<file path="config.mk">
export PLATFORM = sky130hd
export DESIGN_NAME = seq_div128x64
export DESIGN_NICKNAME = d
export VERILOG_FILES = /design/src/rtl/div_pkg.sv /design/src/rtl/div_step.sv /design/src/rtl/seq_div128x64.sv
export SDC_FILE = /design/constraint.sdc
export NUM_CORES = 1
export LEC_CHECK = 0
export ABC_AREA = 1
export CORE_MARGIN = 3
export CORE_UTILIZATION = 45
export DETAILED_ROUTE_END_ITERATION = 10
export GPL_TIMING_DRIVEN = 0
export PLACE_DENSITY = 0.72
export SLEW_MARGIN = 20
export SYNTH_ARGS = -nofsm -noshare
export SYNTH_HDL_FRONTEND = slang
export SYNTH_SLANG_ARGS = --single-unit
</file>
<file path="constraint.sdc">
create_clock -name clk -period 2.1 [get_ports clk]
set_input_delay 0.21 -clock clk [delete_from_list [all_inputs] [get_ports clk]]
set_output_delay 0.21 -clock clk [all_outputs]
set_load 0.005 [all_outputs]
</file>
<file path="src/rtl/div_pkg.sv">
// Shared widths, FSM encoding and constants for the sequential 128/64 divider.
package div_pkg;

    localparam int DIV_N     = 64;
    localparam int DIV_N2    = 2 * DIV_N;
    localparam int DIV_CNT_W = 8;

    typedef enum logic [1:0] {
        IDLE = 2'b00,
        CALC = 2'b01,
        DONE = 2'b10
    } state_t;

    // Quotient reported when the divisor is zero.
    localparam logic [DIV_N2-1:0] DIV0_QUOTIENT = {DIV_N2{1'b1}};

endpackage

</file>
<file path="src/rtl/div_step.sv">
// One restoring-division iteration: shift {rem, q} left, trial-subtract the divisor, set the quotient bit.
module div_step #(
    parameter int N = 64
) (
    input  logic [N:0]     i_rem,
    input  logic [2*N-1:0] i_q,
    input  logic [N-1:0]   i_divisor,
    output logic [N:0]     o_rem,
    output logic [2*N-1:0] o_q
);

    logic [N+1:0] w_shifted;
    logic         w_fits;

    assign w_shifted = {i_rem, i_q[2*N-1]};
    assign w_fits    = (w_shifted >= {2'b00, i_divisor});
    assign o_rem     = w_fits ? (N+1)'(w_shifted - {2'b00, i_divisor}) : w_shifted[N:0];
    assign o_q       = {i_q[2*N-2:0], w_fits};

endmodule

</file>
<file path="src/rtl/seq_div128x64.sv">
// Sequential unsigned restoring divider, one quotient bit per clock, valid/ready on both sides.
module seq_div128x64 #(
    parameter int N     = div_pkg::DIV_N,
    parameter int CNT_W = div_pkg::DIV_CNT_W
) (
    input  logic           clk,
    input  logic           rst_n,
    input  logic           in_valid,
    output logic           in_ready,
    input  logic [2*N-1:0] dividend,
    input  logic [N-1:0]   divisor,
    output logic           out_valid,
    input  logic           out_ready,
    output logic [2*N-1:0] quotient,
    output logic [N-1:0]   remainder,
    output logic           div_by_zero
);
    import div_pkg::*;

    state_t         r_state;
    state_t         w_nextState;
    logic [2*N-1:0] r_q;
    logic [N:0]     r_rem;
    logic [N-1:0]   r_divisor;
    logic [CNT_W-1:0] r_cnt;
    logic           r_dbz;
    logic [N:0]     w_remNext;
    logic [2*N-1:0] w_qNext;
    logic           w_accept;
    logic           w_divZero;

    assign w_accept  = in_valid && in_ready;
    assign w_divZero = (divisor == '0);

    div_step #(.N(N)) u_step (
        .i_rem     (r_rem),
        .i_q       (r_q),
        .i_divisor (r_divisor),
        .o_rem     (w_remNext),
        .o_q       (w_qNext)
    );

    always_ff @(posedge clk or negedge rst_n) begin
        if (!rst_n) begin
            r_state <= IDLE;
        end else begin
            r_state <= w_nextState;
        end
    end

    // CALC spends one extra cycle at counter zero so the result appears 2N+1 edges after acceptance.
    always_comb begin
        w_nextState = r_state;
        case (r_state)
            IDLE: begin
                if (w_accept) begin
                    w_nextState = w_divZero ? DONE : CALC;
                end
            end
            CALC: begin
                if (r_cnt == '0) begin
                    w_nextState = DONE;
                end
            end
            DONE: begin
                if (out_ready) begin
                    w_nextState = IDLE;
                end
            end
            default: w_nextState = IDLE;
        endcase
    end

    always_ff @(posedge clk or negedge rst_n) begin
        if (!rst_n) begin
            r_q       <= '0;
            r_rem     <= '0;
            r_divisor <= '0;
            r_cnt     <= '0;
            r_dbz     <= 1'b0;
        end else begin
            case (r_state)
                IDLE: begin
                    if (w_accept) begin
                        r_divisor <= divisor;
                        r_dbz     <= w_divZero;
                        r_cnt     <= CNT_W'(2 * N);
                        if (w_divZero) begin
                            r_q   <= {(2*N){1'b1}};
                            r_rem <= {1'b0, dividend[N-1:0]};
                        end else begin
                            r_q   <= dividend;
                            r_rem <= '0;
                        end
                    end
                end
                CALC: begin
                    if (r_cnt != '0) begin
                        r_q   <= w_qNext;
                        r_rem <= w_remNext;
                        r_cnt <= r_cnt - CNT_W'(1);
                    end
                end
                default: ;
            endcase
        end
    end

    assign in_ready    = (r_state == IDLE);
    assign out_valid   = (r_state == DONE);
    assign quotient    = r_q;
    assign remainder   = r_rem[N-1:0];
    assign div_by_zero = r_dbz;

endmodule

</file>
==> reports/qor.yml <==
track_usage_pct: 36.4
die_h_um: 218
wirelength_um: 91000
setup_viol: 76
synth_area_um2: 20200
crit_fanout: 10
cts_buffer_depth: 3
via_per_inst: 5.52
drc: 0
synthCells: 3040
maxCapViolations: 0
cts_sinks: 268
worstPathRequired_ns: 2.54
cts_inserted_buffers: 34
grt_pass1_wl_um: 132000
r2r-end: "r_rem[11]$_DFFE_PN0P_"
area.sequential_um2: 6770
slew_headroom_pct: 42.3
cts_max_level: 2
cp.arrival_ns: 3.00
status: "complete, but fails checks"
r2r_start: "quotient[127]$_DFFE_PN0P_"
synthArstFlopShare_pct: 100
synth_cell_types: 40
worstSetupEndpoint: "r_rem[11]$_DFFE_PN0P_"
finClkSkew_ns: 0.0271
startpoint: "quotient[127]$_DFFE_PN0P_"
core_area_um2: 44300
synthFlopType: "dfrtp_1"
dieArea_um2: 47600
synth_enable_flop_cells: 0
nNetsFinal: 3827
yosys_warnings: 0
cts.clk_slew.worst_paths_ns: 0.06
hold_violations: 0
rsz0062_at_grt: "true"
max_freq_ghz: 0.391
ioPinCount: 391
crit_type: "reg2reg"
place.port_buffers: 390
syn_to_final_growth_pct: 45.2
dp_worst_setup_slack_ns: -1.27
layout_worst_path_cycle_share_pct: 122
dp_hpwl_um: 68800
synth_fp_nets: 3303
worstRegToRegCells: 16
drt-initial-drc-count: 2525
vias: 23100
hold_path.class: "in2reg"
die_width_um: 218
clk_latency_ns: 0.58
drive_gt1_share_pct: 23.3
final_max_slew_viol_count: 0
post-route-util_pct: 66.3
stdcell_count: 4182
cp-start-kind: "flip-flop"
rrSetupSlack_ns: -0.46
violations: "negative setup slack"
cts_tree: "built"
drt-wirelength-per-cell_um: 21.7
dr.pass1.iters: 6
rows: 77
worst_setup_path_end_kind: "flip-flop"
multiInputGateArea_um2: 12500
worst_pin_slew_ns: 0.865
synth-seq-area-share_pct: 33.1
place_congestion: 1.03
place_inst: 4024
overflow: 0
antenna_found_initial: 4
initial_utilization_pct: 45.7
ys_seq_elements: 268
syn_avg_cell_area_um2: 6.66
drtAntennaViolNets: 0
hp-start: "divisor[37]"
cts_root_buf: "clkbuf_16"
fillers: 3857
fin_ws_ns: -0.457
grt_pass1_vias: 22000
grt_max_degree: 94
layout_min_cycle_time_ns: 2.56
==> synth_stat cells, types with 2 or more instances <==
cell      number  area (um2)
inv_1        488        1830
nand2_2       13        81.3
a21oi_1      248        1240
dfrtp_1      268        6710
nand3_1      119         596
clkbuf_1      73         274
nor2_4         8        90.1
nand4_1       28         175
a31oi_1        2        12.5
nor3_1        17        85.1
ha_1          66         826
nand2_1      893        3350
a21oi_2       11        96.3
a21o_1         8        60.1
nor4_1         9        56.3
xnor2_1       29         254
a41oi_1       53         464
or2_2         63         394
and2_1         5        31.3
nor4_2         2        25.0
nand3b_1      62         465
a22oi_1       63         473
inv_2         24        90.1
o21ai_0       99         495
buf_6         14         158
nor2_2        11        68.8
buf_2         30         150
buf_4         71         533
o21bai_1      12        90.1
buf_1          7        26.3
nor2_1       223         837
nand3_2       13         130
==> per-stage QoR <==
stage	setup TNS (ns)	instance area (um2)	hold slack [ns]
2_1_floorplan	-1.23	20300	-0.0856
6_report	-24.58	29400	0.230
3_5_place_dp	-197.02	25000	0.278
4_1_cts	-20.55	28500	0.216
5_1_grt	-40.82	29400	0.257
3_3_place_gp	-3140.57	24900	0.454
==> placed cells by master (no fill, tap or decap), drive strengths merged, types with 4 or more instances in the layout <==
master	count
ha	66
nor4	11
nor3	18
o21ai	100
diode	4
nand2	906
buf	208
a41oi	53
nand3	132
clkdlybuf4s50	389
nand3b	62
nand4	28
a21o	8
xnor2	29
clkinv	6
inv	514
clkbuf	130
a21oi	259
o21bai	12
and2	5
a22oi	63
dfrtp	268
or2	63
nor2	242
==> sequential cells by signal (all words and copies together), names as in the netlist <==
signal       cells
div_by_zero      1
quotient       128
r_cnt            8
r_divisor       64
r_rem           65
r_state          2
==> worst min-delay path by stage <==
| stage | to | slack, ns | cells past startpoint |
|---|---|---|---|
| 6_report | r_divisor[37]$_DFFE_PN0P_ | 0.23 | 3 |
| 3_5_place_dp | quotient[16]$_DFFE_PN0P_ | 0.28 | 1 |
| 3_3_place_gp | r_cnt[4]$_DFFE_PN0P_ | 0.45 | 1 |
| 4_1_cts | r_divisor[37]$_DFFE_PN0P_ | 0.22 | 3 |
| 5_1_grt | r_divisor[7]$_DFFE_PN0P_ | 0.26 | 3 |
| 2_1_floorplan | div_by_zero$_DFFE_PN0P_ | -0.09 | 0 |
==> area by class of cell <==
| cell class | count | share of cell area (%) |
|---|---|---|
| antenna | 4 | 0.0341 |
| buffer | 195 | 4.79 |
| clock buffer | 45 | 3.24 |
| clock inverter | 13 | 0.681 |
| inverter | 513 | 6.57 |
| multi-input combinational | 2064 | 42.6 |
| sequential | 268 | 23.0 |
| tap | 592 | 2.52 |
| timing repair buffer | 488 | 16.5 |
==> repair_timing <==
action | 4_1_cts | 5_1_grt
hold buffers | 1 | 0
setup endpoints to repair | 226 | 219
pin swaps | 36 | 53
cloned | 2 | 5
resized for setup | 395 | 189
hold endpoints to repair | 89 | 0
setup buffers | 79 | 9
==> cells by family (layout without fill, tap and decap cells) <==
kind of cell	after synthesis	count (layout)	share of synthesized area [%]
and+or+nand+nor	1467	1467	31.6
buffers and inverters	708	1254	15.2
AOI/OAI and AO/OA	500	500	14.6
xor gates and xnor gates	30	30	1.30
other	0	4	0
adders and majority gates	67	67	4.18
DFF	268	268	33.1
==> layer usage <==
metal | vias to the layer above | wire length [um] | global-route usage [%]
met3 | 223 | 7420 | 5.94
met2 | 1098 | 42200 | 60.0
met1 | 11100 | 36700 | 47.0
met4 | 0 | 4620 | 16.3
met5 | - | 0 | 0
li1 | 10600 | - | -
==> worst max-delay path, cell delays in order, from the launching register on <==
cell	delay [ns]
dfrtp_1	0.39
inv_2	0.13
ha_4	0.16
inv_4	0.04
fa_2	0.40
nand3_2	0.10
nand3_4	0.08
nand2_4	0.09
nand2_4	0.08
nand2_4	0.08
nand2_4	0.06
nand2_4	0.10
buf_12	0.21
buf_6	0.17
nand3b_1	0.15
nand3_2	0.13
a21oi_2	0.07
Power is left out: the tool's default activity adds up to more than one toggle a clock period on the data nets, which glitch-free logic cannot reach.
